$ cat src/rtl/cpu_io_pkg.sv
// Shared types and default parameters for the CPU board-side I/O blocks.
package cpu_io_pkg;

  typedef enum logic {
    IDLE,
    PENDING
  } in_state_t;

  localparam int N_DATA          = 8;
  localparam int SYNC_STAGES     = 2;
  localparam int DEBOUNCE_CYCLES = 16;

endpackage

$ cat src/rtl/sync_debounce.sv
// Per-bit synchroniser chain followed by a whole-vector debouncer: the vector
// is accepted only after it has held steady for DEBOUNCE_CYCLES cycles.
module sync_debounce #(
  parameter int W               = cpu_io_pkg::N_DATA + 1,
  parameter int SYNC_STAGES     = cpu_io_pkg::SYNC_STAGES,
  parameter int DEBOUNCE_CYCLES = cpu_io_pkg::DEBOUNCE_CYCLES
) (
  input  logic         clk,
  input  logic         reset,
  input  logic [W-1:0] i_sw_raw,
  output logic [W-1:0] o_sw_stable
);

  localparam int                CNT_W   = $clog2(DEBOUNCE_CYCLES);
  localparam logic [CNT_W-1:0]  CNT_MAX = CNT_W'(DEBOUNCE_CYCLES - 1);

  logic [SYNC_STAGES-1:0][W-1:0] r_sync;
  logic [W-1:0]                  w_s;
  logic [W-1:0]                  r_cand;
  logic [CNT_W-1:0]              r_cnt;
  logic [W-1:0]                  r_stable;

  // NOTE: sequential state uses non-blocking assignments so every flop in the
  // chain samples the pre-edge value of its neighbour.
  always_ff @(posedge clk or posedge reset) begin
    if (reset) begin
      r_sync <= '0;
    end else begin
      r_sync <= {r_sync[SYNC_STAGES-2:0], i_sw_raw};
    end
  end

  assign w_s = r_sync[SYNC_STAGES-1];

  // Any change restarts the count; the counter then saturates and keeps
  // re-loading the same accepted value until the next change.
  always_ff @(posedge clk or posedge reset) begin
    if (reset) begin
      r_cand   <= '0;
      r_cnt    <= '0;
      r_stable <= '0;
    end else if (w_s != r_cand) begin
      r_cand <= w_s;
      r_cnt  <= '0;
    end else if (r_cnt != CNT_MAX) begin
      r_cnt <= r_cnt + 1'b1;
    end else begin
      r_stable <= r_cand;
    end
  end

  assign o_sw_stable = r_stable;

endmodule

$ cat src/rtl/switch_input_port.sv
// Switch receiver for the CPU input instruction: debounced switches, one
// capture per enter press, held under a valid/ack handshake.
module switch_input_port #(
  parameter int n               = cpu_io_pkg::N_DATA,
  parameter int SYNC_STAGES     = cpu_io_pkg::SYNC_STAGES,
  parameter int DEBOUNCE_CYCLES = cpu_io_pkg::DEBOUNCE_CYCLES
) (
  input  logic                clk,
  input  logic                reset,
  input  logic [n:0]          sw_raw,
  input  logic                in_ack,
  output logic signed [n-1:0] sw_data,
  output logic                in_valid,
  output logic                overrun,
  output logic [n:0]          sw_stable
);

  import cpu_io_pkg::in_state_t;
  import cpu_io_pkg::IDLE;
  import cpu_io_pkg::PENDING;

  logic [n:0]   w_stable;
  logic         r_enter_q;
  logic         w_enter_rise;
  in_state_t    r_state;
  in_state_t    w_next_state;
  logic [n-1:0] r_data;
  logic [n-1:0] w_data_next;
  logic         r_valid;
  logic         w_valid_next;
  logic         r_overrun;
  logic         w_overrun_next;

  sync_debounce #(
    .W               (n + 1),
    .SYNC_STAGES     (SYNC_STAGES),
    .DEBOUNCE_CYCLES (DEBOUNCE_CYCLES)
  ) u_sync_debounce (
    .clk         (clk),
    .reset       (reset),
    .i_sw_raw    (sw_raw),
    .o_sw_stable (w_stable)
  );

  always_ff @(posedge clk or posedge reset) begin
    if (reset) begin
      r_enter_q <= 1'b0;
    end else begin
      r_enter_q <= w_stable[n];
    end
  end

  assign w_enter_rise = w_stable[n] & ~r_enter_q;

  // NOTE: every signal driven here gets a default first so no latch is inferred.
  always_comb begin
    w_next_state   = r_state;
    w_data_next    = r_data;
    w_valid_next   = r_valid;
    w_overrun_next = r_overrun;
    unique case (r_state)
      IDLE: begin
        if (w_enter_rise) begin
          w_data_next  = w_stable[n-1:0];
          w_valid_next = 1'b1;
          w_next_state = PENDING;
        end
      end
      PENDING: begin
        if (in_ack) begin
          w_overrun_next = 1'b0;
          if (w_enter_rise) begin
            w_data_next = w_stable[n-1:0];
          end else begin
            w_valid_next = 1'b0;
            w_next_state = IDLE;
          end
        end else if (w_enter_rise) begin
          // The new press is dropped; the unconsumed value wins.
          w_overrun_next = 1'b1;
        end
      end
      default: w_next_state = IDLE;
    endcase
  end

  always_ff @(posedge clk or posedge reset) begin
    if (reset) begin
      r_state   <= IDLE;
      r_data    <= '0;
      r_valid   <= 1'b0;
      r_overrun <= 1'b0;
    end else begin
      r_state   <= w_next_state;
      r_data    <= w_data_next;
      r_valid   <= w_valid_next;
      r_overrun <= w_overrun_next;
    end
  end

  assign sw_data   = r_data;
  assign in_valid  = r_valid;
  assign overrun   = r_overrun;
  assign sw_stable = w_stable;

endmodule

$ cat config.mk
export PLATFORM = sky130hd
export DESIGN_NAME = switch_input_port
export DESIGN_NICKNAME = d
export VERILOG_FILES = /design/src/rtl/cpu_io_pkg.sv /design/src/rtl/sync_debounce.sv /design/src/rtl/switch_input_port.sv
export SDC_FILE = /design/constraint.sdc
export NUM_CORES = 1
export LEC_CHECK = 0
export CORE_ASPECT_RATIO = 1.2
export CORE_MARGIN = 2
export CORE_UTILIZATION = 55
export CTS_BUF_LIST = sky130_fd_sc_hd__clkbuf_8 sky130_fd_sc_hd__clkbuf_16
export CTS_CLUSTER_DIAMETER = 100
export DETAILED_ROUTE_END_ITERATION = 8
export GPL_ROUTABILITY_DRIVEN = 1
export HOLD_SLACK_MARGIN = 0.05
export PLACE_DENSITY_LB_ADDON = 0.3
export SLEW_MARGIN = 5
export SYNTH_ARGS = -nofsm -noshare
export SYNTH_HDL_FRONTEND = slang
export SYNTH_SLANG_ARGS = --single-unit
$ cat constraint.sdc
create_clock -name clk -period 3.22 [get_ports clk]
set_input_delay 0.644 -clock clk [delete_from_list [all_inputs] [get_ports clk]]
set_output_delay 0.644 -clock clk [all_outputs]
set_load 0.02 [all_outputs]
==> impl_results.md <==
* Yosys warning total at 0
* Cells taking the most area after synthesis: dfrtp_1 (73%), mux2_2 (11%), xor2_1 (4.9%), clkbuf_1 (1.9%), nor2_1 (1.3%)
* Initial antenna violation count at 0
* # IOs at 31
* Avg Cell Area, Syn at 15.3 um2
* Initial Util at 58.2%
* Post-synthesis register bit count at 52
* Crit-path slowest cell: clkdlybuf4s50_1
* Fill cells at 215
* Synth Net Count at 130
* CTS root buffer: clkbuf_8
* PortBufs at 30
* Total GRT Usage at 17.2%
* Via count at 947
* CTS Hold Buffers Added at 0
* Placer Congestion at 0.718
* Vias/cell at 5.29
* Worst slew pin tran at 1020 ps
* Nets at 157
* Setup TNS at 0 ps
* Element type at the critical path end: output port
* Area of the multi-input gates at 440 um2
* Slew Viols, Final at 0
* Commonest cells after routing, fill and taps aside: dfrtp_1 (52), clkdlybuf4s50_1 (30), mux2_2 (17), xor2_1 (10), nor2_1 (6)
* Worst slew margin at 31.7%
* Status: completed
* Drt wl/cell at 15.2 um
* 1st-iter DRT viols at 22
* Post-synthesis sequential area ratio at 72.5%
* CTS tree: done
* Worst VDD drop at 0.000393 V
* GR Overflow Total at 0
* H-tree levels at 2
* First-pass DRT Iterations at 4
* Drt drc at 0
* Worst path bufs/invs at 1
* Rows at 22
* CP delay by family, top: buffers and inverters
* Top cell type's share of synthesized area at 72.5%
* Clock Tree Buf Depth at 2
* Pwr Total at 1.13 mW
* Post-CTS setup repair buffer count at 0
* Worst skew pair latency at 300 ps
* Die span in y at 66.6 um
* Clock sink count at 52
* Synth async-reset ratio at 100%
* Final period util at 61.1%
* Post-synth EDFFs at 0
* Synth Cell Area at 1790 um2
* Worst Path Required at 2580 ps
* Worst path max stage delay at 640 ps
* ANT cells at 0
* HP Class: reg2reg
* Number of distinct library cells after synthesis at 22
* Crit path DAT at 1320 ps
* CTS Buf Count at 5
* Area leader, netlist: dfrtp_1
* PD cells at 514 nW/um2
* Post-layout min period at 1970 ps
* CP Launch Type: register
* Maximum capacitance violations at 0
* WS Path Type: reg2out
* First-pass GRT wire length at 4.55 mm
* Final ANT Viol Nets at 0
* Die W at 56.1 um
* Worst-path fanout max at 3
* Vias in the first global route at 961
* Syn Inst Count at 117
* FF+latch area at 1300 um2
* Leading cell type in the layout, fill and taps excluded: dfrtp_1
* P&R area growth vs syn at 22.2%
* Dominant synthesized flop cell: dfrtp_1
* Leakage at 1.02 nW
* RSZ-0062 raised after global routing: no
* Max Freq at 508 MHz
* Final hold viol count at 0
* Clock Skew at 7.26 ps
* Post-cts sizing count at 0
* Final setup fails at 0
* Clk pin slew, worst setup/hold paths at 80 ps
* Critical path cell sequence: clkdlybuf4s50_1
* Largest net degree at the start of global routing at 53
* DRT Wirelength at 2.72 mm
* DP HPWL at 1.86 mm
* Die area at 3740 um2
* Fraction of layout cells with a size suffix above 1 at 18.2%
* Core area at 3080 um2
-- power by group --
part	switching, mW	leakage [nW]	internal (mW)	total (mW)
logic	0.0202	0.321	0.0177	0.0379
registers	0.00901	0.654	0.670	0.679
clock network	0.188	0.0501	0.223	0.411
-- stage by stage --
step	util (%)	hold slack, ps	std cells	setup WS [ps]	instance area (um2)
6_report	71.1	353	179	1250	2190
5_1_grt	71.1	362	179	1180	2190
4_1_cts	71.1	354	179	1240	2190
3_5_place_dp	67.9	335	173	1040	2090
3_3_place_gp	67.9	332	173	1130	2090
2_1_floorplan	-	331	117	1320	1790
-- cell usage after synthesis (2+ instances only) --
cell type	number
dfrtp_1	52
mux2_2	17
xor2_1	10
clkbuf_1	9
nor2_1	6
a21oi_1	3
nor3_1	3
inv_1	2
nand3_1	2
-- sequential cells by signal, indices dropped and copies added (netlist names), 4 cells and up --
| signal | count |
|---|---|
| u_sync_debounce.o_sw_stable | 9 |
| u_sync_debounce.r_cand | 9 |
| u_sync_debounce.r_sync | 9 |
| u_sync_debounce.w_s | 9 |
| sw_data | 8 |
| u_sync_debounce.r_cnt | 4 |
-- layer usage --
layer  track usage [%]  wire length, um
met1              21.1             1160
met4              8.93               72
met5                 0                0
met2              27.1             1330
met3              6.02              157
-- cell families after synthesis --
| family | Yosys count | share of synthesized area (%) |
|---|---|---|
| AO/OA/AOI/OAI | 7 | 2.51 |
| buffers and inverters | 12 | 2.93 |
| XOR/XNOR | 10 | 4.88 |
| adder cells (fa/ha/maj) | 1 | 0.697 |
| AND/OR/NAND/NOR | 17 | 5.23 |
| multiplexers | 18 | 11.2 |
| flip-flops | 52 | 72.5 |
-- worst paths after layout --
kind                                                            start                                    endpoint  slack [ps]  cells after the start
max                        u_sync_debounce.o_sw_stable[3]$_DFFE_PP0P_                                sw_stable[3]        1250                      1
max reg2reg                     u_sync_debounce.r_cand[6]$_DFFE_PP0P_  u_sync_debounce.o_sw_stable[1]$_DFFE_PP0P_        1270                      4
min                               u_sync_debounce.r_sync[4]$_DFF_PP0_            u_sync_debounce.w_s[4]$_DFF_PP0_         350                      0
min in group asynchronous                                       reset         u_sync_debounce.r_sync[1]$_DFF_PP0_         910                      2
min reg2reg                       u_sync_debounce.r_sync[4]$_DFF_PP0_            u_sync_debounce.w_s[4]$_DFF_PP0_         350                      0
max in group asynchronous                                       reset       u_sync_debounce.r_cand[5]$_DFFE_PP0P_        1680                      2
-- final cells by class --
class                      instances  share of cell area, %
clock buffer                       5                   3.14
clock inverter                     1                   1.37
inverter                           2                  0.342
multi-input combinational         53                   20.1
sequential                        52                   59.3
tap                               36                   2.05
timing repair buffer              30                   13.7
(Power assumes the default switching activity.)
